[config.mk]
export PLATFORM = sky130hd
export DESIGN_NAME = pipe_hazard_ctrl
export DESIGN_NICKNAME = d
export VERILOG_FILES = /design/src/rtl/pipe_hazard_ctrl.sv
export SDC_FILE = /design/constraint.sdc
export NUM_CORES = 1
export LEC_CHECK = 0
export CAP_MARGIN = 0
export CORE_AREA = 2 2 77 79
export DETAILED_ROUTE_END_ITERATION = 7
export DIE_AREA = 0 0 79 81
export PLACE_DENSITY = 0.79
export REMOVE_ABC_BUFFERS = 1
export SLEW_MARGIN = 5
export SYNTH_ARGS = -nofsm -noshare
export SYNTH_HDL_FRONTEND = slang
export SYNTH_SLANG_ARGS = --single-unit
[constraint.sdc]
create_clock -name clk_i -period 2.75 [get_ports clk_i]
set_input_delay 0.275 -clock clk_i [delete_from_list [all_inputs] [get_ports clk_i]]
set_output_delay 0.275 -clock clk_i [all_outputs]
set_load 0.02 [all_outputs]
[src/rtl/pipe_hazard_ctrl.sv]
// Hazard detection, operand forwarding and multi-cycle EX hold for a 5-stage in-order
// pipeline. EX/MEM/WB shadow slots mirror the decoded ops travelling down the datapath.
module pipe_hazard_ctrl #(
    parameter int AW      = 5,
    parameter int MUL_LAT = 4,
    parameter int CNT_W   = 16
) (
    input  logic             clk_i,
    input  logic             rst_n_i,

    input  logic             id_valid_i,
    input  logic [AW-1:0]    id_rs1_i,
    input  logic [AW-1:0]    id_rs2_i,
    input  logic             id_use_rs1_i,
    input  logic             id_use_rs2_i,
    input  logic [AW-1:0]    id_rd_i,
    input  logic             id_regwrite_i,
    input  logic             id_memread_i,
    input  logic             id_multi_i,
    input  logic             id_branch_i,
    input  logic             id_taken_i,

    output logic             stall_o,
    output logic             bubble_o,
    output logic             flush_o,
    output logic             ex_hold_o,
    output logic [1:0]       fwd_a_o,
    output logic [1:0]       fwd_b_o,
    output logic             fwd_br_a_o,
    output logic             fwd_br_b_o,
    output logic [CNT_W-1:0] stall_cnt_o
);

    localparam int MC_W = 4;
    localparam logic [MC_W-1:0] MC_LOAD = MC_W'(MUL_LAT - 1);

    typedef struct packed {
        logic          valid;
        logic [AW-1:0] rs1;
        logic [AW-1:0] rs2;
        logic          use_rs1;
        logic          use_rs2;
        logic [AW-1:0] rd;
        logic          regwrite;
        logic          memread;
        logic          multi;
    } slot_t;

    slot_t             ex_q, ex_d;
    slot_t             mem_q, mem_d;
    slot_t             wb_q, wb_d;
    slot_t             id_slot;
    logic [MC_W-1:0]   mc_q, mc_d;
    logic [CNT_W-1:0]  stall_cnt_q, stall_cnt_d;

    logic              load_use;
    logic              br_hazard;
    logic              hazard;

    // x0 is hard-wired zero, so a write to it never produces a dependency.
    function automatic logic slot_match(input slot_t s, input logic [AW-1:0] src,
                                        input logic use_src);
        return s.valid && s.regwrite && (s.rd == src) && (src != '0) && use_src;
    endfunction

    function automatic logic [1:0] ex_fwd_sel(input slot_t m, input slot_t w,
                                              input logic [AW-1:0] src, input logic use_src);
        logic [1:0] sel;
        sel = 2'b00;
        if (slot_match(m, src, use_src) && !m.memread) begin
            sel = 2'b10;
        end else if (slot_match(w, src, use_src)) begin
            sel = 2'b01;
        end
        return sel;
    endfunction

    always_comb begin
        id_slot          = '0;
        id_slot.valid    = id_valid_i;
        id_slot.rs1      = id_rs1_i;
        id_slot.rs2      = id_rs2_i;
        id_slot.use_rs1  = id_use_rs1_i;
        id_slot.use_rs2  = id_use_rs2_i;
        id_slot.rd       = id_rd_i;
        id_slot.regwrite = id_regwrite_i;
        id_slot.memread  = id_memread_i;
        id_slot.multi    = id_multi_i;
    end

    always_comb begin
        ex_hold_o = (mc_q != '0);

        load_use = id_valid_i && ex_q.memread &&
                   (slot_match(ex_q, id_rs1_i, id_use_rs1_i) ||
                    slot_match(ex_q, id_rs2_i, id_use_rs2_i));

        // The ID-stage comparator cannot take a load result from MEM, nor anything from EX.
        br_hazard = id_valid_i && id_branch_i &&
                    (slot_match(ex_q, id_rs1_i, id_use_rs1_i) ||
                     slot_match(ex_q, id_rs2_i, id_use_rs2_i) ||
                     (mem_q.memread &&
                      (slot_match(mem_q, id_rs1_i, id_use_rs1_i) ||
                       slot_match(mem_q, id_rs2_i, id_use_rs2_i))));

        hazard   = load_use || br_hazard;
        stall_o  = hazard || ex_hold_o;
        bubble_o = hazard && !ex_hold_o;
        flush_o  = id_valid_i && id_branch_i && id_taken_i && !stall_o;

        fwd_a_o = ex_fwd_sel(mem_q, wb_q, ex_q.rs1, ex_q.use_rs1);
        fwd_b_o = ex_fwd_sel(mem_q, wb_q, ex_q.rs2, ex_q.use_rs2);

        fwd_br_a_o = id_valid_i && id_branch_i && !mem_q.memread &&
                     slot_match(mem_q, id_rs1_i, id_use_rs1_i);
        fwd_br_b_o = id_valid_i && id_branch_i && !mem_q.memread &&
                     slot_match(mem_q, id_rs2_i, id_use_rs2_i);
    end

    always_comb begin
        ex_d  = '0;
        mem_d = '0;
        wb_d  = mem_q;
        mc_d  = mc_q;
        if (ex_hold_o) begin
            ex_d = ex_q;
            mc_d = mc_q - MC_W'(1);
        end else begin
            mem_d = ex_q;
            if (id_valid_i && !bubble_o) begin
                ex_d = id_slot;
                if (id_multi_i) begin
                    mc_d = MC_LOAD;
                end
            end
        end

        stall_cnt_d = stall_cnt_q;
        if (stall_o && (stall_cnt_q != '1)) begin
            stall_cnt_d = stall_cnt_q + CNT_W'(1);
        end
    end

    always_ff @(posedge clk_i or negedge rst_n_i) begin
        if (!rst_n_i) begin
            ex_q        <= '0;
            mem_q       <= '0;
            wb_q        <= '0;
            mc_q        <= '0;
            stall_cnt_q <= '0;
        end else begin
            ex_q        <= ex_d;
            mem_q       <= mem_d;
            wb_q        <= wb_d;
            mc_q        <= mc_d;
            stall_cnt_q <= stall_cnt_d;
        end
    end

    assign stall_cnt_o = stall_cnt_q;

endmodule
Word-level counts from Yosys, hierarchy flattened. Cells that the tools add are included.

Add/subtract/negate cells: 2. Equal/unequal tests: 9. Muxes and demuxes: 9. Reductions and logical operators: 59.

Operators by type and width (count): $logic_and 1x1->1 (42); $mux 21 (2); $eq 5x5->1 (8); $reduce_bool 5->1 (4); $add 16x1->16 const B (1); $ne 16x16->1 const B (1); $mux 4 (3); $logic_or 1x1->1 (5); $logic_not 1->1 (4); $mux 2 (2); $reduce_bool 2->1 (2); $reduce_bool 4->1 (1); $sub 4x1->4 const B (1); $mux 1 (2); $reduce_and 2->1 (1).

Register bits after elaboration: 56. Bits of input ports: 25. Output and inout port bits: 26. Logic and storage cells: 97.

Logic depth before layout (Yosys ltp). Gate-level depths: netlist of the first run.

Depth after elaboration: 14. Gate-level depth with buffers: 9. Mapped depth without buffers: 7.

Worst setup path before layout of the first run. No wires, ideal clock.

Kind: register -> output. Start point: reg mem_q[5] (netlist bit). End point: out flush_o. Arrival time: 2.050 ns. Required time: 2.475 ns. Setup slack: 0.425 ns. Stages on the path, launching flop included: 9. Path buffers: 2. Cell sequence: dfrtp_1 > buf_6 > xnor2_1 > nand4_1 > or4_4 > a2111oi_0 > a211o_2 > buf_2 > nor2_1.

Cells in the longest elaborated chain, start to end: 12. Elaborated cells on any way between the ends: 16. Those cells by class: eq/ne: 2; reduce/logical: 14.

Ends and longest elaborated chain: start, declared (RTL line 50) `slot_t mem_q, mem_d;`; start signal, assigned (RTL line 153) `mem_q <= mem_d;`; $eq 5x5->1 (RTL line 63) `return s.valid && s.regwrite && (s.rd == src) && (src != '0) && use_src;`; $logic_and 1x1->1 (3 in series) (RTL line 63); $logic_or 1x1->1 * (RTL line 103) `(slot_match(mem_q, id_rs1_i, id_use_rs1_i) ||`; $logic_and 1x1->1 * (RTL line 102) `(mem_q.memread &&`; $logic_or 1x1->1 * (RTL line 101) `slot_match(ex_q, id_rs2_i, id_use_rs2_i) ||`; $logic_and 1x1->1 * (RTL line 99) `br_hazard = id_valid_i && id_branch_i &&`; $logic_or 1x1->1 * (RTL line 106) `hazard = load_use || br_hazard;`; $logic_or 1x1->1 * (RTL line 107) `stall_o = hazard || ex_hold_o;`; $logic_not 1->1 * (RTL line 109) `flush_o = id_valid_i && id_branch_i && id_taken_i && !stall_o;`; $logic_and 1x1->1 * (RTL line 109); end, declared (RTL line 25) `output logic flush_o,`.

Mark *: on every way between the ends. The rest lies on a longest branch, timed or not.

Final worst setup path of the first run.
Start point: in id_rs2_i[1]. End point: out flush_o.

Cells in the longest elaborated chain, start to end: 12. Elaborated cells on any way between the ends: 19. Those cells by class: eq/ne: 2; reduce/logical: 17.

Ends and longest elaborated chain: start, declared (RTL line 13) `input logic [AW-1:0] id_rs2_i,`; $eq 5x5->1 (RTL line 63); $logic_and 1x1->1 (3 in series) (RTL line 63); $logic_or 1x1->1 (RTL line 103); $logic_and 1x1->1 (RTL line 102); $logic_or 1x1->1 (RTL line 101); $logic_and 1x1->1 (RTL line 99); $logic_or 1x1->1 * (RTL line 106); $logic_or 1x1->1 * (RTL line 107); $logic_not 1->1 * (RTL line 109); $logic_and 1x1->1 * (RTL line 109).

Marked as above.

==> results of run 1 <==
## metrics by stage
step | setup TNS, ns | util
finish | 0 | 0.656
global route | -0.0320 | 0.656
CTS | -0.102 | 0.650
detailed placement | -7.10 | 0.633
global placement | -6.42 | 0.633
floorplan | -10.99 | -
## worst paths after layout
path,cells after the start,end,slack [ns],startpoint
worst min register to register,0,wb_q[20],0.39,mem_q[20]
worst min-delay path,0,wb_q[20],0.39,mem_q[20]
worst max-delay path,8,flush_o,0.04,id_rs2_i[1]
max in group asynchronous,3,mem_q[5],1.76,rst_n_i
worst max register to register,8,mc_q[0],0.14,mem_q[4]
min in group asynchronous,2,stall_cnt_o[7],0.40,rst_n_i
## logic make-up (layout without fill, tap and decap cells)
family,count (synthesis),in the layout
multiplexers,4,4
AND/OR/NAND/NOR,121,121
flip-flops,55,55
buffers and inverters,18,92
XOR/XNOR,55,55
adder cells (fa/ha/maj),2,2
AO/OA/AOI/OAI,32,32
## state kept, by name (all words and copies together) (netlist names)
signal       count
ex_q            20
stall_cnt_o     16
mem_q            8
mc_q             4
wb_q             7
## metal layers
| metal | vias to the layer above | global-route usage | wire (um) | share of wire |
|---|---|---|---|---|
| met5 | - | 0 | 0 | 0 |
| met4 | 0 | 0.0862 | 166 | 0.026 |
| met3 | 14 | 0.0322 | 177 | 0.027 |
| met2 | 48 | 0.352 | 3240 | 0.50 |
| met1 | 1116 | 0.293 | 2900 | 0.45 |
| li1 | 1135 | - | - | - |
## placed cells by master (no fill, tap or decap), types with 2 or more instances in the layout
cell type         n
nand3_1           9
o21ai_2           3
nor2_1           10
inv_1             6
mux2i_1           2
o21ai_1           4
clkdlybuf4s50_1  41
or3_1             2
nor4b_1           2
nand2_1          49
buf_2             2
dlymetal6s2s_1    4
dfrtp_1          54
nor3_1            6
or4_4             2
nor4_1            7
nand4_1          11
xnor2_1          22
xor2_1           32
or4_1             4
nor4_2            6
ha_1              2
o21ai_0          20
clkbuf_8          5
and3_1            8
buf_4            27
## worst max-delay path, stage by stage
cell	delay, ns
clkdlybuf4s50_1	0.54
xnor2_1	0.14
nand4_1	0.15
or4_4	0.55
a2111oi_2	0.41
a211o_2	0.18
nor2_1	0.05
clkbuf_2	0.14
## timing repair
item	CTS	global route
endpoints found under the hold margin	15	0
endpoints found under the setup margin	14	8
hold buffers	1	0
gates resized for setup	11	13
cloned	0	0
## power breakdown
| group | leakage (uW) | internal [uW] | switching [uW] |
|---|---|---|---|
| Clock | 0.0000412 | 178 | 248 |
| Combinational | 0.000963 | 560 | 630 |
| Sequential | 0.000726 | 1030 | 258 |
| Total | 0.00173 | 1770 | 1140 |
## final cells by class
cell class / instances / area, um^2
clock buffer: 6 / 72.6
clock inverter: 2 / 12.5
fill: 478 / 1950
inverter: 6 / 22.5
multi-input combinational: 214 / 1440
sequential: 55 / 1380
tap: 75 / 93.8
timing repair buffer: 78 / 708
==> impl_metrics.py, run 1 <==
metrics = {
    "status": {
        "status": "completed",
    },
    "worst_setup_path": {
        "setup.worst_path.start_class": "input port",
        "required_ns": 2.48,
        "worstSetupEndpointType": "primary output",
        "worstSetupPathType": "in2out",
        "crit_fanout": 4,
        "crit_arrival_ns": 2.43,
    },
    "synth": {
        "synth_top_area_cell": "dfrtp_1",
        "synth_seq_cells": 55,
        "synthAdderAreaFrac": 0.00873,
        "synthXorXnorAreaFrac": 0.168,
        "yosys.cell_types.count": 38,
        "post-synth-top-count-cell": "dfrtp_1",
        "synth_top_area_frac": 0.480,
        "synth_flop_cell": "dfrtp_1",
        "synthArstFlopShare": 1.00,
        "synth_top_family_by_area": "simple AND/OR/NAND/NOR gates",
        "synth_warnings": 0,
        "synth_mux_area_frac": 0.0162,
        "synth_commonest_cells": "55 x dfrtp_1, 49 x nand2_1, 32 x xor2_1",
        "synth_area_leaders": "dfrtp_1 48%, xor2_1 9.8%, xnor2_1 7.0%",
        "synthSimpleGateAreaFrac": 0.234,
        "ys_seq_area_frac": 0.480,
        "synth_compound_area_frac": 0.0629,
        "syn_inst": 287,
        "syn_area_per_cell_um2": 9.99,
        "synth-edff-count": 0,
        "netlist_area_um2": 2870,
    },
    "timing": {
        "fin_crit_ns": 2.71,
        "rsz0062_at_grt": "yes",
        "slew_violations": 0,
        "tightestPinTransition_ns": 0.707,
        "fin_crit_sh": 0.984,
        "hold_viol": 0,
        "fmax_ghz": 0.370,
        "fin_ws_ns": 0.0448,
        "fin_skew_ns": 0.00848,
        "whs_ns": 0.391,
        "report.final.setup_viol": 0,
        "relSlewSlack": 0.527,
    },
    "global_routing": {
        "grt_pass1_wl_um": 10800,
        "grt_overflow": 0,
        "grt_max_degree": 25,
        "grt_pass1_vias": 2278,
        "antenna_found_initial": 0,
        "track_usage": 0.216,
    },
    "placed_design": {
        "dpl.cell_count": 427,
        "dp_hpwl_um": 4940,
        "placed_area_um2": 3590,
        "io_buffers": 50,
        "place_ws_ns": -0.518,
        "globalplace.congestion": 0.898,
    },
    "drt": {
        "drt_iter0_drc": 149,
        "drc": 0,
        "routedWlPerCell_um": 14.9,
        "antenna_left": 0,
        "vias": 2313,
        "via_per_inst": 5.31,
        "routed_wl_um": 6490,
        "dr.pass1.iters": 4,
    },
    "finish": {
        "design_area_um2": 3720,
        "fin_cells": 436,
        "layout-drive-gt1-share": 0.161,
        "nets": 387,
        "area_delta_synth_final_pct": 29.9,
        "diodes": 0,
    },
    "hold_path": {
        "min_path_type": "reg2reg",
    },
    "power_and_ir_drop": {
        "p_leak_uw": 0.00173,
        "power.density_nw_per_um2": 780,
        "power.total_uw": 2900,
        "vdd_drop_max_v": 0.000535,
    },
    "clocking": {
        "clk_path_buf_depth": 2,
        "clock_latency_ns": 0.30,
        "clockRootBuffer": "clkbuf_8",
        "ctsHtreeMaxLevel": 2,
        "cts_buffers": 5,
        "cts_setup_buffers": 0,
        "cts_tree": "done",
        "cts_sinks": 55,
        "clk_pin_slew_ns": 0.09,
    },
    "die": {
        "core_um2": 5680,
        "rows": 28,
        "die_w_um": 79,
        "die_h_um": 81,
        "top_level_ports": 51,
        "initial_core_util": 0.505,
        "die_area_um2": 6400,
    },
    "run": {
        "drv_cap": 0,
    },
}
(Power assumes the default switching activity.)
==> run 2, diff against run 1 <==
Settings changed: CORE_AREA 2 2 77 79 to 2 2 71 73, DIE_AREA 0 0 79 81 to 0 0 73 75, DONT_BUFFER_PORTS from default to 1, PLACE_DENSITY 0.79 to 0.77.
==> impl_metrics.py, run 2 (same netlist as run 1, synthesis figures left out) <==
metrics = {
    "global_routing": {
        "track_usage": 0.240,
        "grt_max_degree": 56,
        "grt_overflow": 0,
        "grt_pass1_wl_um": 10000,
        "antenna_found_initial": 0,
        "grt_pass1_vias": 2074,
    },
    "worst_setup_path": {
        "slowest_stage": "or4_4",
        "cp_top_family": "simple AND/OR/NAND/NOR gates",
        "worstSetupPathType": "reg2out",
        "critPathBufInv": 0,
        "required_ns": 2.48,
        "max_stage_delay_ns": 0.53,
        "worstSetupEndpointType": "primary output",
        "crit_fanout": 5,
        "crit_arrival_ns": 2.34,
        "worstPathCellList": "xnor2_1 -> nand4_1 -> or4_4 -> a2111oi_2 -> a211o_2 -> nor2_1",
        "setup.worst_path.start_class": "register",
    },
    "drt": {
        "vias": 2114,
        "dr.pass1.iters": 4,
        "routed_wl_um": 5990,
        "antenna_left": 0,
        "via_per_inst": 6.04,
        "drc": 0,
        "drt_iter0_drc": 147,
        "routedWlPerCell_um": 17.1,
    },
    "finish": {
        "mostFrequentLayoutCells": "54 x dfrtp_1, 49 x nand2_1, 32 x xor2_1",
        "layout-drive-gt1-share": 0.128,
        "nets": 322,
        "design_area_um2": 3120,
        "final_common_cell": "dfrtp_1",
        "diodes": 0,
        "fin_cells": 350,
        "top_register": "ex_q",
        "largest_register_ffs": 20,
        "area_delta_synth_final_pct": 8.69,
    },
    "status": {
        "status": "completed",
    },
    "placed_design": {
        "globalplace.congestion": 0.862,
        "io_buffers": 0,
        "placed_area_um2": 2940,
        "dpl.cell_count": 339,
        "dp_hpwl_um": 4260,
    },
    "timing": {
        "fin_crit_sh": 0.951,
        "final.setup.tns_ns": 0,
        "fin_skew_ns": 0.00290,
        "hold_viol": 0,
        "fin_crit_ns": 2.61,
        "report.final.setup_viol": 0,
        "fmax_ghz": 0.383,
        "tightestPinTransition_ns": 1.15,
        "relSlewSlack": 0.227,
        "rsz0062_at_grt": "no",
        "slew_violations": 0,
    },
    "run": {
        "drv_cap": 0,
    },
    "power_and_ir_drop": {
        "p_leak_uw": 0.00142,
        "vdd_drop_max_v": 0.000585,
        "power.total_uw": 2830,
        "power.density_nw_per_um2": 907,
    },
    "die": {
        "top_level_ports": 51,
        "core_um2": 4660,
        "die_h_um": 75,
        "rows": 25,
        "initial_core_util": 0.615,
        "die_area_um2": 5480,
        "die_w_um": 73,
    },
    "clocking": {
        "cts_sinks": 55,
        "clk_path_buf_depth": 2,
        "cts_buffers": 5,
        "cts_tree": "done",
        "clk_pin_slew_ns": 0.10,
        "ctsHtreeMaxLevel": 2,
        "clockRootBuffer": "clkbuf_8",
        "clock_latency_ns": 0.31,
    },
    "hold_path": {
        "min_path_type": "in2reg",
    },
}
run 2: layer usage:
| layer | global-route usage | wire [um] | vias to the layer above |
|---|---|---|---|
| met3 | 0.0616 | 364 | 8 |
| li1 | - | - | 1008 |
| met2 | 0.366 | 2850 | 75 |
| met1 | 0.332 | 2690 | 1023 |
| met5 | 0 | 0 | - |
| met4 | 0.0926 | 89 | 0 |
run 2: report_power, final:
group          leakage [uW]  switching (uW)  total, uW  internal (uW)
combinational      0.000637             511        918            407
clock             0.0000581             263        535            271
sequential         0.000726             345       1370           1030
total               0.00142            1120       2830           1710
run 2: path summary, 6_finish.rpt:
kind                                  start  endpoint  slack, ns  depth (start not counted)
worst max-delay path               mem_q[5]   flush_o       0.14                          6
worst min-delay path            id_rs2_i[3]  ex_q[13]       0.08                          2
worst max register to register     mem_q[5]   mc_q[0]       0.21                          8
worst min register to register     mem_q[2]   wb_q[2]       0.43                          0
max in group asynchronous           rst_n_i  mem_q[6]       2.04                          2
min in group asynchronous           rst_n_i   mc_q[2]       0.48                          2
run 2: final cells by class:
type / count / area (um^2)
fillers: 377 / 1550
flip-flops and latches: 55 / 1380
clock inverters: 3 / 43.8
repair buffers: 13 / 120
clock buffers: 5 / 68.8
well taps: 54 / 67.6
inverters: 6 / 22.5
multi-input cells: 214 / 1420
run 2: metrics by stage:
step	hold WS, ns	utilization	worst slack [ns]
6_report	0.0805	0.668	0.136
2_1_floorplan	-0.0206	-	-0.844
4_1_cts	0.0753	0.666	0.0628
3_3_place_gp	-0.0195	0.632	0.000368
5_1_grt	0.0795	0.668	0.0421
3_5_place_dp	-0.0193	0.632	-0.0328
run 2: timing repair:
| action | 4_1_cts | 5_1_grt |
|---|---|---|
| buffers inserted | 1 | 0 |
| resized for setup | 0 | 4 |
| endpoints found under the hold margin | 55 | 0 |
| hold buffers | 2 | 0 |
| pin swaps | 1 | 0 |
| setup endpoints to repair | 1 | 7 |
==> run 3, diff against run 2 <==
Settings changed: TNS_END_PERCENT from default to 30.
==> results of run 3 <==
The final DEF is identical to that of run 2; final timing and power are the same.
